**config.mk**
```make
export PLATFORM = sky130hd
export DESIGN_NAME = fetch_queue_if
export DESIGN_NICKNAME = d
export VERILOG_FILES = /design/src/rtl/fetch_pkg.sv /design/src/rtl/fetch_fifo.sv /design/src/rtl/fetch_queue_if.sv
export SDC_FILE = /design/constraint.sdc
export NUM_CORES = 1
export LEC_CHECK = 0
export ABC_CLOCK_PERIOD_IN_PS = 6150
export BUFFER_PORTS_ARGS = -buffer_cell sky130_fd_sc_hd__buf_2
export CORE_MARGIN = 5
export CORE_UTILIZATION = 25
export DETAILED_ROUTE_END_ITERATION = 6
export GPL_TIMING_DRIVEN = 0
export HOLD_SLACK_MARGIN = 0.05
export PLACE_DENSITY = 0.37
export SETUP_SLACK_MARGIN = 0.2
export SYNTH_ARGS = -nofsm -noshare
export SYNTH_HDL_FRONTEND = slang
export SYNTH_HIERARCHICAL = 1
export SYNTH_SLANG_ARGS = --single-unit
```
**constraint.sdc**
```tcl
create_clock -name CLK -period 6.15 [get_ports CLK]
set_input_delay 1.5375 -clock CLK [delete_from_list [all_inputs] [get_ports CLK]]
set_output_delay 1.5375 -clock CLK [all_outputs]
set_load 0.01 [all_outputs]
```
**src/rtl/fetch_pkg.sv**
```systemverilog
// Shared types and defaults for the prefetching instruction-fetch stage.
package fetch_pkg;

  localparam int unsigned FETCH_XLEN = 32;
  localparam logic [FETCH_XLEN-1:0] FETCH_RESET_PC = 32'h0000_0000;

  typedef struct packed {
    logic [FETCH_XLEN-1:0] pc;
    logic [FETCH_XLEN-1:0] instr;
  } fetch_entry_t;

  typedef enum logic [1:0] {
    REDIR_NONE = 2'd0,
    REDIR_ID   = 2'd1,
    REDIR_EX   = 2'd2
  } redirect_src_e;

endpackage

```
**src/rtl/fetch_fifo.sv**
```systemverilog
// Synchronous FIFO holding fetched {pc, instr} entries, plus its overflow checker.
module fetch_fifo #(
  parameter int unsigned DEPTH = 4,
  parameter type T = logic [63:0]
) (
  input  logic                   clk_i,
  input  logic                   rst_ni,
  input  logic                   push_i,
  input  T                       data_i,
  input  logic                   pop_i,
  input  logic                   flush_i,
  output T                       head_o,
  output logic [$clog2(DEPTH):0] count_o,
  output logic                   full_o,
  output logic                   empty_o
);

  localparam int unsigned AW = $clog2(DEPTH);

  T               mem_q [DEPTH];
  logic [AW-1:0]  wr_q, wr_d, rd_q, rd_d;
  logic [AW:0]    cnt_q, cnt_d;
  logic           push_ok_s, pop_ok_s;

  assign full_o    = (cnt_q == (AW+1)'(DEPTH));
  assign empty_o   = (cnt_q == '0);
  assign count_o   = cnt_q;
  assign head_o    = mem_q[rd_q];
  assign push_ok_s = push_i & ~full_o;
  assign pop_ok_s  = pop_i & ~empty_o;

  always_comb begin
    wr_d  = wr_q;
    rd_d  = rd_q;
    cnt_d = cnt_q;
    if (flush_i) begin
      wr_d  = '0;
      rd_d  = '0;
      cnt_d = '0;
    end else begin
      if (push_ok_s) wr_d = wr_q + AW'(1'b1);
      else           wr_d = wr_q;
      if (pop_ok_s)  rd_d = rd_q + AW'(1'b1);
      else           rd_d = rd_q;
      case ({push_ok_s, pop_ok_s})
        2'b10:   cnt_d = cnt_q + (AW+1)'(1'b1);
        2'b01:   cnt_d = cnt_q - (AW+1)'(1'b1);
        default: cnt_d = cnt_q;
      endcase
    end
  end

  always_ff @(posedge clk_i or negedge rst_ni) begin
    if (!rst_ni) begin
      wr_q  <= '0;
      rd_q  <= '0;
      cnt_q <= '0;
    end else begin
      wr_q  <= wr_d;
      rd_q  <= rd_d;
      cnt_q <= cnt_d;
    end
  end

  // Storage is reset so the head reads as zero straight out of reset.
  always_ff @(posedge clk_i or negedge rst_ni) begin
    if (!rst_ni) begin
      for (int i = 0; i < int'(DEPTH); i++) mem_q[i] <= '0;
    end else if (push_ok_s && !flush_i) begin
      mem_q[wr_q] <= data_i;
    end
  end

endmodule

module fetch_fifo_chk (
  input logic clk_i,
  input logic rst_ni,
  input logic push_i,
  input logic full_i
);

  // A push into a full queue means the issue credit accounting is broken.
  a_no_overflow: assert property (@(posedge clk_i) disable iff (!rst_ni) !(push_i && full_i));

endmodule

```
**src/rtl/fetch_queue_if.sv**
```systemverilog
// Prefetching IF stage: issues up to DEPTH requests, queues responses, redirects on ID/EX.
// Optional combinational response bypass when the queue is empty: define FETCH_BYPASS_EN.
module fetch_queue_if
  import fetch_pkg::*;
#(
  parameter int unsigned     XLEN     = FETCH_XLEN,
  parameter int unsigned     IADDR_W  = 30,
  parameter int unsigned     DEPTH    = 4,
  parameter logic [XLEN-1:0] RESET_PC = FETCH_RESET_PC
) (
  input  logic               CLK,
  input  logic               RSTN,
  input  logic               redirect_ID,
  input  logic [XLEN-1:0]    target_ID,
  input  logic               redirect_EX,
  input  logic [XLEN-1:0]    target_EX,
  output logic               IREQ,
  output logic [IADDR_W-1:0] IADDR,
  input  logic               IRDY,
  input  logic               IVALID,
  input  logic [XLEN-1:0]    IDATA,
  output logic               valid_IF,
  input  logic               ready_ID,
  output logic [XLEN-1:0]    instr_IF,
  output logic [XLEN-1:0]    PC_IF,
  output logic [XLEN-1:0]    PCadd4_IF
);

  localparam int unsigned     CW      = $clog2(DEPTH) + 1;
  localparam logic [CW:0]     DEPTH_C = (CW+1)'(DEPTH);
  localparam logic [XLEN-1:0] PC_STEP = XLEN'(3'd4);

  typedef struct packed {
    logic [XLEN-1:0] pc;
    logic [XLEN-1:0] instr;
  } entry_t;

  logic [XLEN-1:0] fetch_pc_q, fetch_pc_d, resp_pc_q, resp_pc_d, target_s;
  logic [CW-1:0]   outst_q, outst_d, discard_q, discard_d, count_s;
  logic [CW:0]     credit_s;
  logic            full_s, empty_s, issue_s, keep_s, push_s, pop_s, byp_s, redir_s;
  redirect_src_e   src_s;
  entry_t          head_s, push_entry_s;

  // EX redirects belong to the older instruction, so they win over ID.
  always_comb begin
    src_s    = REDIR_NONE;
    target_s = fetch_pc_q;
    if (redirect_EX) begin
      src_s    = REDIR_EX;
      target_s = target_EX;
    end else if (redirect_ID) begin
      src_s    = REDIR_ID;
      target_s = target_ID;
    end else begin
      src_s    = REDIR_NONE;
      target_s = fetch_pc_q;
    end
  end

  assign redir_s  = (src_s != REDIR_NONE);
  assign credit_s = {1'b0, count_s} + {1'b0, outst_q};
  assign IREQ     = RSTN & ~redir_s & (credit_s < DEPTH_C);
  assign IADDR    = fetch_pc_q[IADDR_W-1:0];
  assign issue_s  = IREQ & IRDY;
  assign keep_s   = IVALID & ~redir_s & (discard_q == '0);

`ifdef FETCH_BYPASS_EN
  assign byp_s    = keep_s & empty_s;
  assign instr_IF = byp_s ? IDATA : head_s.instr;
  assign PC_IF    = byp_s ? resp_pc_q : head_s.pc;
`else
  assign byp_s    = 1'b0;
  assign instr_IF = head_s.instr;
  assign PC_IF    = head_s.pc;
`endif

  assign valid_IF     = ~empty_s | byp_s;
  assign PCadd4_IF    = PC_IF + PC_STEP;
  assign push_s       = keep_s & ~(byp_s & ready_ID);
  assign pop_s        = ready_ID & ~empty_s;
  assign push_entry_s = '{pc: resp_pc_q, instr: IDATA};

  // Words still in flight at a redirect belong to the old path and get discarded.
  always_comb begin
    outst_d    = outst_q + CW'(issue_s) - CW'(IVALID);
    fetch_pc_d = fetch_pc_q;
    resp_pc_d  = resp_pc_q;
    discard_d  = discard_q;
    if (redir_s) begin
      fetch_pc_d = target_s;
      resp_pc_d  = target_s;
      discard_d  = outst_d;
    end else begin
      if (issue_s) fetch_pc_d = fetch_pc_q + PC_STEP;
      else         fetch_pc_d = fetch_pc_q;
      if (keep_s)  resp_pc_d = resp_pc_q + PC_STEP;
      else         resp_pc_d = resp_pc_q;
      if (IVALID && (discard_q != '0)) discard_d = discard_q - CW'(1'b1);
      else                             discard_d = discard_q;
    end
  end

  always_ff @(posedge CLK or negedge RSTN) begin
    if (!RSTN) begin
      fetch_pc_q <= RESET_PC;
      resp_pc_q  <= RESET_PC;
      outst_q    <= '0;
      discard_q  <= '0;
    end else begin
      fetch_pc_q <= fetch_pc_d;
      resp_pc_q  <= resp_pc_d;
      outst_q    <= outst_d;
      discard_q  <= discard_d;
    end
  end

  fetch_fifo #(
    .DEPTH (DEPTH),
    .T     (entry_t)
  ) u_fifo (
    .clk_i   (CLK),
    .rst_ni  (RSTN),
    .push_i  (push_s),
    .data_i  (push_entry_s),
    .pop_i   (pop_s),
    .flush_i (redir_s),
    .head_o  (head_s),
    .count_o (count_s),
    .full_o  (full_s),
    .empty_o (empty_s)
  );

  fetch_fifo_chk u_chk (
    .clk_i  (CLK),
    .rst_ni (RSTN),
    .push_i (push_s),
    .full_i (full_s)
  );

endmodule

```
# Word level (Yosys, flattened, before mapping)
# Index checks and enable logic that the tools add are counted.
# totals
elab_cells,82
inputBits,103
out_inout_bits,128
ff_bits,333
# classes
magnitude_cmp,4
addsub,11
eq_ne,3
reduce_logical,14
bitwise_logic,13
n_mux,22
# ops
op,count
bitwise mux 256 bit,1
two-way mux 32 bit,6
two-way mux 64 bit,3
binary-select mux 64 bit (select 2 bit),1
demux 64 bit (select 2 bit),1
adder 32 x 3 -> 32 bit (second input constant),3
nonzero test 2 bit,6
two-way mux 2 bit,5
two-way mux 3 bit,3
bitwise AND 1 bit,8
>= comparator 3 bit (second input constant),2
logical NOT 3 bit,2
inverter 2 -> 3 bit,2
case mux 3 bit (2 select lines),1
nonzero test 3 bit,2
subtractor 3 x 1 -> 3 bit (second input constant),2
adder 2 x 1 -> 2 bit (second input constant),2
adder 3 x 3 -> 4 bit,1
less-than comparator 4 x 3 -> 1 bit (second input constant),1
adder 3 x 1 -> 3 bit,1
adder 3 x 1 -> 3 bit (second input constant),1
== test 3 bit (second input constant),1
logical AND 1 bit,3
less-than comparator 3 x 1 -> 1 bit (second input constant),1
6 further kinds,8

# Depth between registers and ports, before layout
# Gate-level depths: netlist of the first run.
# logic_depth
ltp_word,10
depth_mapped,13
mapped_depth_nobuf,12

# Cells and area by module
# Netlist of the first run, hierarchy kept.
# modules_own_cells
module,area_each_um2,cells_each,seq_area_each_um2,instances
fetch_fifo,11453.5,678,6581.3,1
fetch_queue_if,5041.1,614,1651.6,1

# Least setup slack after synthesis of the first run
# No wires, ideal clock.
# synth_timing
path_type,reg2out
startpoint,register u_fifo.rd_q[0]
endpoint,output port PCadd4_IF[26]
path_buffers,3
stages_incl_launch_ff,10
required_ps,4612
arrival_time_ps,2762
path_slack_ps,1850
cell_sequence,dfrtp_1 buf_1 buf_2 mux4_2 and3_1 and3_1 and3_1 clkbuf_1 nand4_1 xnor2_1
# synth_via
elab_chain_cells,5
# synth_lines
item,line_no,rtl
start: declaration,fetch_fifo.sv:21,"logic [AW-1:0] wr_q, wr_d, rd_q, rd_d;"
start signal: assignment,fetch_fifo.sv:60,rd_q <= rd_d;
inverter 2 -> 3 bit (not written as such),fetch_fifo.sv:28,assign head_o = mem_q[rd_q];
binary-select mux 64 bit (select 2 bit),fetch_fifo.sv:28,
two-way mux 64 bit (not written as such) (2 in series),fetch_fifo.sv:28,
named net PC_IF[18],fetch_queue_if.sv:25,"output logic [XLEN-1:0] PC_IF,"
adder 32 x 3 -> 32 bit,fetch_queue_if.sv:79,assign PCadd4_IF = PC_IF + PC_STEP;
end: declaration,fetch_queue_if.sv:26,output logic [XLEN-1:0] PCadd4_IF
# The timed path passes the listed nets, and every way through them passes these cells. The select of a mux whose other input is x is not followed.

# Final worst setup path of the first run
# layout_timing
startpoint,register u_fifo.rd_q[0]
endpoint,output port PCadd4_IF[31]
# layout_via
elab_chain_cells,5
# layout_lines
item,line_no
inverter 2 -> 3 bit (not written as such),fetch_fifo.sv:28
binary-select mux 64 bit (select 2 bit),fetch_fifo.sv:28
two-way mux 64 bit (not written as such) (2 in series),fetch_fifo.sv:28
adder 32 x 3 -> 32 bit,fetch_queue_if.sv:79
# Every way passes these cells. The select of a mux whose other input is x is not followed.

==> metrics.txt, run 1 <==
die area 0.0712 mm2; logic gate share of total power 16.8%; Avg WL per Cell 20.6 um; Static Leak 9.73 nW; WS Path Type reg -> out; worst path bufs/invs 4; slowest cell on the critical path clkdlybuf4s15_2; vias in the first global route 12500; Util after Layout 31.0%; MaxCap Viol Count 0; Seq pwr share 40.5%; Worst path most repeated cell and3_1; worst slack at placement 0.199 ns; top cell type by total area after synthesis dfrtp_1; RSZ-0062 raised after global routing false; Worst path top cell family by delay buffers and inverters; largest net degree at the start of global routing 114; Critical Path RT 4.61 ns; Detail Route Antenna Nets 0; EDFF count, synth 0; antenna violations before repair 1; gr usage total 14.1%; Max Clk Rate 182 MHz; crit path capture type output port; final wirelength 50900 um; cells along the critical path clkdlybuf4s15_2, buf_2, mux4_2, and3_1, and3_1, and3_1, clkbuf_1, nand4_1, xnor2_1, buf_2; Setup TNS 0 ns; CP max stage delay 0.47 ns; CTS buffer count 43; Clk pwr share 42.7%; Worst Setup Slack, final 0.654 ns; CP arrival 3.96 ns; synthesized area 0.0165 mm2; total gr overflow 0; sw frac 27.1%; Core Box Area 0.0656 mm2; chip height 267 um; clock root buffer clkbuf_16; placed cells 2388; Initial DRC Count 562; relative slew slack 30.9%; synth cell count leaders 329 x dfrtp_1, 256 x mux2_2, 65 x a21oi_1; Peak VDD IR 0.000160 V; Final Max Slew Viols 0; critical path launch point type flip-flop; status complete, no violations; Tcrit/Tclk final 89.4%; Finish-stage setup viols 0; Row Count 94; Clock Skew 0.0183 ns; CTS tree done; synth top area cells dfrtp_1 50%, mux2_2 17%, mux4_2 8.7%; P_int 0.00450 W; Hold WC Path Type reg -> reg; Net Switching 0.00168 W; Post-DP HPWL 36100 um; Via-to-Cell Ratio 4.71; DRC viols 0; area growth from synthesis to layout 23.4%; first-pass GRT wire length 78000 um; Power Density 303 mW/mm2; #FFs+latches synth 329; asr flop ratio synth 100%; Starting Density 25.1%; Non-Filler Instances 2467; most frequent cell after synthesis dfrtp_1; Synth warnings 6; port buffer count 229; Tmin final 5.50 ns; Synth Instances 1292; Max FO, Critical Path 10; Hold WS 0.497 ns; Vias 11600; CTS Sinks 329; H-tree depth reported by CTS 2; predominant post-synthesis flop cell dfrtp_1; Post-Syn Nets 1410; clock tree buffer depth 3; Yosys cell types 69; Mapped Avg Cell Area 12.8 um2; io pins 231; Final GP Congestion 0.792; final hold vios 0; Worst-path clk slew 0.05 ns; share of layout cells above drive strength 1 44.9%; clk_lat worst skew 0.56 ns; Hold-fix buffers, CTS 0; Net count, final 1690; post-synth top area share 49.9%; worst slew pin tran 1.04 ns; sequential-to-total area share from yosys stat 49.9%; DR pass1 iterations 5; Die X 267 um
==> area by class of cell <==
cell class	instances	area, um2
fillers	6719	45300
flip-flops and latches	329	8230
multi-input cells	839	7630
clock buffers	65	1310
repair buffers	235	1270
well taps	864	1080
plain buffers	101	562
clock inverters	10	180
inverters	23	86.3
diodes	1	2.50
==> state kept, by name (all words and copies together), names as in the netlist <==
| register | count |
|---|---|
| discard_q | 3 |
| fetch_pc_q | 30 |
| outst_q | 3 |
| resp_pc_q | 30 |
| u_fifo/count_o | 3 |
| u_fifo/mem_q | 256 |
| u_fifo/rd_q | 2 |
| u_fifo/wr_q | 2 |
==> routing by layer <==
metal  share of wire [%]  GRT usage, %  vias to the layer above
met5                   0             0                        -
met4                 2.0          3.34                        0
met3                 4.4          2.90                       64
met2                  47          23.0                      253
met1                  47          19.5                     5912
li1                    -             -                     5380
==> path summary, 6_finish.rpt <==
path,start,end,depth (start not counted),slack [ns]
min in group asynchronous,RSTN,u_fifo/mem_q[154],1,0.78
hold / removal,u_fifo/mem_q[3],u_fifo/mem_q[3],1,0.50
setup / recovery,u_fifo/rd_q[0],PCadd4_IF[31],10,0.65
hold reg to reg,u_fifo/mem_q[3],u_fifo/mem_q[3],1,0.50
setup reg to reg,u_fifo/count_o[1],discard_q[2],13,2.45
max in group asynchronous,RSTN,fetch_pc_q[26],3,4.07
==> stage by stage <==
stage               instance area (um2)  total power, W
global placement                  18700         0.00359
finish                            20400         0.00618
global route                      20400         0.00651
detailed placement                18800         0.00361
floorplan                         16500         0.00311
CTS                               20400         0.00633
==> worst register-to-register path: cells and delay by family (launching register included) <==
family,cells,cell delay [ns]
AO/OA/AOI/OAI,1,0.14
XOR/XNOR,2,0.36
adder cells (fa/ha/maj),4,1.20
buffers and inverters,3,0.50
flip-flops,1,0.50
AND/OR/NAND/NOR,3,0.94
==> layout by cell type, fill, tap and decap left out, types with 31 or more instances in the layout <==
master	Yosys	routed
mux2_2	256	256
a21oi_1	65	65
o21ai_0	43	43
buf_2	38	266
nor2_1	40	40
clkbuf_16	0	45
nand2_1	62	62
mux4_2	64	64
buf_4	32	34
nand3_1	40	40
xnor2_1	31	31
dfrtp_1	329	329
==> kinds of logic (layout without fill, tap and decap cells) <==
kind of cell	Yosys count	after routing	synth area share [%]
adders and majority gates	15	15	1.23
buffers and inverters	124	434	3.85
AOI/OAI and AO/OA	201	201	7.67
other	0	1	0
xor gates and xnor gates	40	40	2.12
and+or+nand+nor	258	258	8.69
muxes	325	325	26.5
DFF	329	329	49.9
==> power by group through the flow <==
stage / sequential [W] / clock [W] / combinational [W]
detailed placement: 0.00254 / 0 / 0.00107
global route: 0.00253 / 0.00282 / 0.00115
floorplan: 0.00248 / 0 / 0.000637
global placement: 0.00254 / 0 / 0.00105
finish: 0.00250 / 0.00264 / 0.00104
CTS: 0.00251 / 0.00275 / 0.00107
==> timing repair <==
action | in CTS | in global routing
buffers inserted | 3 | 0
setup endpoints to repair | 10 | 1
pin swaps | 1 | 0
gates resized for setup | 6 | 1
Power figures use the tool's default switching activity.
==> run 2: changes to the inputs <==
--- a/config.mk
+++ b/config.mk
@@ -8,11 +8,11 @@
 export ABC_CLOCK_PERIOD_IN_PS = 6150
 export BUFFER_PORTS_ARGS = -buffer_cell sky130_fd_sc_hd__buf_2
 export CORE_MARGIN = 5
-export CORE_UTILIZATION = 25
+export CORE_UTILIZATION = 62
 export DETAILED_ROUTE_END_ITERATION = 6
 export GPL_TIMING_DRIVEN = 0
 export HOLD_SLACK_MARGIN = 0.05
-export PLACE_DENSITY = 0.37
+export PLACE_DENSITY = 0.81
 export SETUP_SLACK_MARGIN = 0.2
 export SYNTH_ARGS = -nofsm -noshare
 export SYNTH_HDL_FRONTEND = slang
==> run 2 against run 1 <==
Clock skew decreased by 0.0046 ns. Wire length decreased by 22%. Utilization increased by 43 points. Sequential share of layout area increased by 2.1 points. Design area decreased by 5.0%. Critical path depth unchanged. Non-clock buffer count decreased by 4. Sequential cell count unchanged. Worst setup slack got worse by 0.11 ns. Count of clock-buffer cells in the layout decreased by 12. Global-route usage increased by 12 points. Via count increased by 2.2%. Critical endpoint is now PCadd4_IF[22]. Largest power group is now sequential cells. Highest routed layer is now met5.
==> metrics.txt, run 2 (same netlist as run 1, synthesis figures left out) <==
status complete, no violations; DRC viols 0; Net count, final 1679; Row Count 59; setup slack, reg-to-reg 2.52 ns; total gr overflow 0; R2R depth 13; Critical Path RT 4.61 ns; chip height 173 um; placed cells 1858; worst slew pin tran 0.893 ns; CTS tree done; Worst-path clk slew 0.06 ns; CP max stage delay 0.57 ns; Clock Skew 0.0137 ns; Die X 173 um; area growth from synthesis to layout 17.3%; Non-Filler Instances 1921; Setup Buffers After CTS 0; Hold-fix buffers, CTS 0; WS Path Type reg -> out; CTS Sinks 329; clock root buffer clkbuf_16; Regs by FF count u_fifo/mem_q x256, fetch_pc_q x30, resp_pc_q x30; Via-to-Cell Ratio 6.17; Seq. cell area 0.00823 mm2; Reg2Reg Capture Point discard_q[2]; R2R Path Start u_fifo/count_o[1]; final wirelength 39900 um; critical path launch point type flip-flop; share of layout cells above drive strength 1 44.2%; relative slew slack 40.4%; Max FO, Critical Path 10; Static Leak 9.56 nW; Final Max Slew Viols 0; Initial DRC Count 986; Avg WL per Cell 20.8 um; Power Density 295 mW/mm2; post-CTS sizing 0; final hold vios 0; Reg with most FFs u_fifo/mem_q; Vias 11900; Post-DP HPWL 28000 um; Peak VDD IR 0.000162 V; commonest non-fill, non-tap cells in the layout 329 x dfrtp_1, 266 x buf_2, 256 x mux2_2, 65 x a21oi_1, 64 x mux4_2; H-tree depth reported by CTS 2; CP endpoint PCadd4_IF[22]; RSZ-0062 raised after global routing false; Finish-stage setup viols 0; CTS buffer count 36; Hold WC Path Type reg -> reg; Starting Density 63.1%; Fillers 1728; Final GP Congestion 0.917; post-route cell area 0.0193 mm2; most common cell after layout, fill and taps aside dfrtp_1; Worst path most repeated cell buf_2; Largest register FFs 256; clk_lat worst skew 0.50 ns; Placed Area 0.0181 mm2; io pins 231; Tcrit/Tclk final 91.2%; antenna violations before repair 1; first-pass GRT wire length 65500 um; hold path cells 1; Tmin final 5.61 ns; CP arrival 4.07 ns; gr usage total 26.5%; slowest cell on the critical path clkbuf_1; area of the multi-input gates 0.00763 mm2; port buffer count 229; crit path from u_fifo/rd_q[1]; Max Clk Rate 178 MHz; crit path capture type output port; MaxCap Viol Count 0; cells along the critical path clkbuf_1, buf_1, mux4_2, nand4_1, or3_1, nor2b_1, buf_2, nand2_1, xnor2_1, buf_2; clock tree buffer depth 3; largest net degree at the start of global routing 117; die area 0.0300 mm2; Core Box Area 0.0261 mm2; Ant. Diodes 0; DR pass1 iterations 7; vias in the first global route 12500; Detail Route Antenna Nets 0
==> run 2: cell type report <==
cell class	instances	share of cell area [%]
Clock buffer	53	5.51
Inverter	23	0.446
Buffer	101	2.83
Clock inverter	10	0.776
Timing Repair Buffer	231	6.26
Sequential cell	329	42.6
Multi-Input combinational cell	839	39.4
Tap cell	335	2.17
==> run 2: stage by stage <==
stage | total power (W) | utilization (%) | setup WS (ns) | TNS (ns) | hold WS [ns]
global placement | 0.00349 | 69.1 | -4.05 | -942.65 | 0.482
CTS | 0.00576 | 74.0 | 0.480 | 0 | 0.500
global route | 0.00597 | 74.0 | 0.314 | 0 | 0.508
finish | 0.00571 | 74.0 | 0.540 | 0 | 0.496
detailed placement | 0.00355 | 69.4 | 1.04 | 0 | 0.488
floorplan | 0.00311 | - | 1.85 | 0 | 0.474
==> run 2: worst max-delay path, delay by kind of cell (launching register included) <==
family / cells / cell delay (ns)
multiplexers: 1 / 0.42
flip-flops: 1 / 0.34
AND/OR/NAND/NOR: 4 / 1.08
buffers and inverters: 4 / 1.56
XOR/XNOR: 1 / 0.17
==> run 2: worst min path at each step <==
stage                            from           endpoint  slack (ns)
floorplan           u_fifo/mem_q[127]  u_fifo/mem_q[127]        0.47
global placement     u_fifo/mem_q[46]   u_fifo/mem_q[46]        0.48
detailed placement  u_fifo/mem_q[117]  u_fifo/mem_q[117]        0.49
CTS                  u_fifo/mem_q[38]   u_fifo/mem_q[38]        0.50
global route        u_fifo/mem_q[142]  u_fifo/mem_q[142]        0.51
finish              u_fifo/mem_q[117]  u_fifo/mem_q[117]        0.50
==> run 2: metal layers <==
| layer | track usage (%) | vias to the layer above | wire [um] |
|---|---|---|---|
| li1 | - | 5332 | - |
| met1 | 35.9 | 5973 | 16600 |
| met4 | 7.52 | 2 | 1020 |
| met2 | 45.0 | 470 | 20000 |
| met5 | 0 | - | 7 |
| met3 | 4.10 | 82 | 2310 |
==> run 2: report_power, final <==
part | switching (W) | internal [W] | leakage (nW)
Clock | 0.000826 | 0.00137 | 0.603
Sequential | 0.000167 | 0.00234 | 4.50
Combinational | 0.000522 | 0.000492 | 4.46
==> run 3: changes to the inputs <==
--- a/config.mk
+++ b/config.mk
@@ -12,7 +12,7 @@
 export DETAILED_ROUTE_END_ITERATION = 6
 export GPL_TIMING_DRIVEN = 0
 export HOLD_SLACK_MARGIN = 0.05
-export PLACE_DENSITY = 0.81
+export PLACE_DENSITY = 0.95
 export SETUP_SLACK_MARGIN = 0.2
 export SYNTH_ARGS = -nofsm -noshare
 export SYNTH_HDL_FRONTEND = slang
==> run 3 against run 2 <==
Combinational power is essentially flat. Maximum frequency shrank 2.5%. Sequential cell count is the same.
==> metrics.txt, run 3 (same netlist as run 1, synthesis figures left out) <==
status complete, no violations; Power Density 298 mW/mm2; Setup TNS 0 ns; Post-DP HPWL 30100 um; Largest register FFs 256; worst slew pin tran 0.971 ns; Critical Path RT 4.61 ns; CTS Sinks 329; gr usage total 29.0%; Reg2Reg Capture Point discard_q[2]; Max Clk Rate 174 MHz; Die X 173 um; Worst-path clk slew 0.06 ns; setup slack, reg-to-reg 2.56 ns; vias in the first global route 13000; io pins 231; post-CTS sizing 0; Fillers 1593; Max FO, Critical Path 10; H-tree depth reported by CTS 2; crit path capture type output port; port buffer count 229; Final Max Slew Viols 0; Vias 12500; CTS tree done; Setup Buffers After CTS 0; clock root buffer clkbuf_16; clk_lat worst skew 0.51 ns; commonest non-fill, non-tap cells in the layout 329 x dfrtp_1, 266 x buf_2, 256 x mux2_2, 65 x a21oi_1, 64 x mux4_2; total gr overflow 0; CP arrival 4.21 ns; Regs by FF count u_fifo/mem_q x256, fetch_pc_q x30, resp_pc_q x30; RSZ-0062 raised after global routing false; CTS buffer count 35; Row Count 59; Net Switching 0.00157 W; Clock Skew 0.0174 ns; Hold Path Origin u_fifo/mem_q[67]; DRC viols 0; DR pass1 iterations 6; Hold WC Path Type reg -> reg; Hold-fix buffers, CTS 0; Finish-stage setup viols 0; hold path cells 1; R2R Path Start u_fifo/count_o[1]; largest net degree at the start of global routing 135; chip height 173 um; Net count, final 1678; Peak VDD IR 0.000209 V; die area 0.0300 mm2; WS Path Type reg -> out; Starting Density 63.1%; Seq pwr share 43.7%; Clk pwr share 38.3%; clock tree buffer depth 3; relative slew slack 35.3%; Detail Route Antenna Nets 0; Hold WS 0.502 ns; Tcrit/Tclk final 93.5%; share of layout cells above drive strength 1 44.2%; Static Leak 9.55 nW; Non-Filler Instances 1919; Core Box Area 0.0261 mm2; Tmin final 5.75 ns; logic gate share of total power 18.0%; final hold vios 0; Util after Layout 74.0%; most common cell after layout, fill and taps aside dfrtp_1; sw frac 27.3%; MaxCap Viol Count 0; Via-to-Cell Ratio 6.50; antenna violations before repair 1; first-pass GRT wire length 71000 um; final wirelength 44000 um; Worst Hold Endpoint u_fifo/mem_q[67]; Avg WL per Cell 22.9 um; P_int 0.00418 W; Final GP Congestion 0.936; Initial DRC Count 1506; Reg with most FFs u_fifo/mem_q; critical path launch point type flip-flop; placed cells 1858; area growth from synthesis to layout 17.2%; R2R depth 13
==> run 3: cell count changes in the layout (fill, tap and decap cells not counted), sizes merged <==
cell / previous run / this run
clkinvlp: 0 / 1
diode: 0 / 1
clkinv: 6 / 5
clkbuf: 75 / 72
==> run 3: how the worst max path moves through the flow <==
stage              startpoint  slack (ns)            end
2_1_floorplan  u_fifo/rd_q[0]        1.85  PCadd4_IF[26]
3_3_place_gp             RSTN       -3.73   discard_q[2]
3_5_place_dp             RSTN        0.64   discard_q[2]
4_1_cts        u_fifo/rd_q[1]        0.42  PCadd4_IF[26]
5_1_grt        u_fifo/rd_q[0]        0.25  PCadd4_IF[26]
6_report       u_fifo/rd_q[1]        0.40  PCadd4_IF[26]
==> run 3: metal layers <==
metal	up-vias	share of wire, %	global-route usage [%]
met2	729	49	48.8
li1	5342	-	-
met4	2	4.3	12.0
met3	175	7.3	4.45
met5	-	0.030	0
met1	6219	39	38.2
==> run 3: critical path, cell delays in order (launching register included) <==
cell	delay (ns)
dfrtp_1	0.34
clkbuf_1	0.58
buf_1	0.57
mux4_2	0.43
nand4_1	0.19
or3_1	0.44
nor2b_1	0.40
buf_2	0.27
nand4_1	0.14
xnor2_1	0.18
buf_2	0.16
==> run 3: area by class of cell <==
type,instances,area [um2],area share (%)
plain buffers,101,548,2.83
multi-input cells,839,7630,39.5
inverters,23,86.3,0.447
flip-flops and latches,329,8230,42.6
clock inverters,10,160,0.828
clock buffers,50,1040,5.40
diodes,1,2.50,0.0129
repair buffers,231,1210,6.26
well taps,335,419,2.17
==> run 3: per-stage QoR <==
step           power (W)  setup slack, ns  instance area (um2)
5_1_grt          0.00598            0.252                19300
6_report         0.00575            0.398                19300
4_1_cts          0.00577            0.424                19300
3_3_place_gp     0.00349            -3.73                18100
2_1_floorplan    0.00311             1.85                16500
3_5_place_dp     0.00356            0.644                18100
==> run 3: power by group through the flow <==
stage          clock, W  combinational (W)  sequential [W]
6_report        0.00221            0.00103         0.00251
5_1_grt         0.00233            0.00112         0.00253
4_1_cts         0.00223            0.00103         0.00251
3_5_place_dp          0            0.00102         0.00254
3_3_place_gp          0           0.000968         0.00252
2_1_floorplan         0           0.000637         0.00248
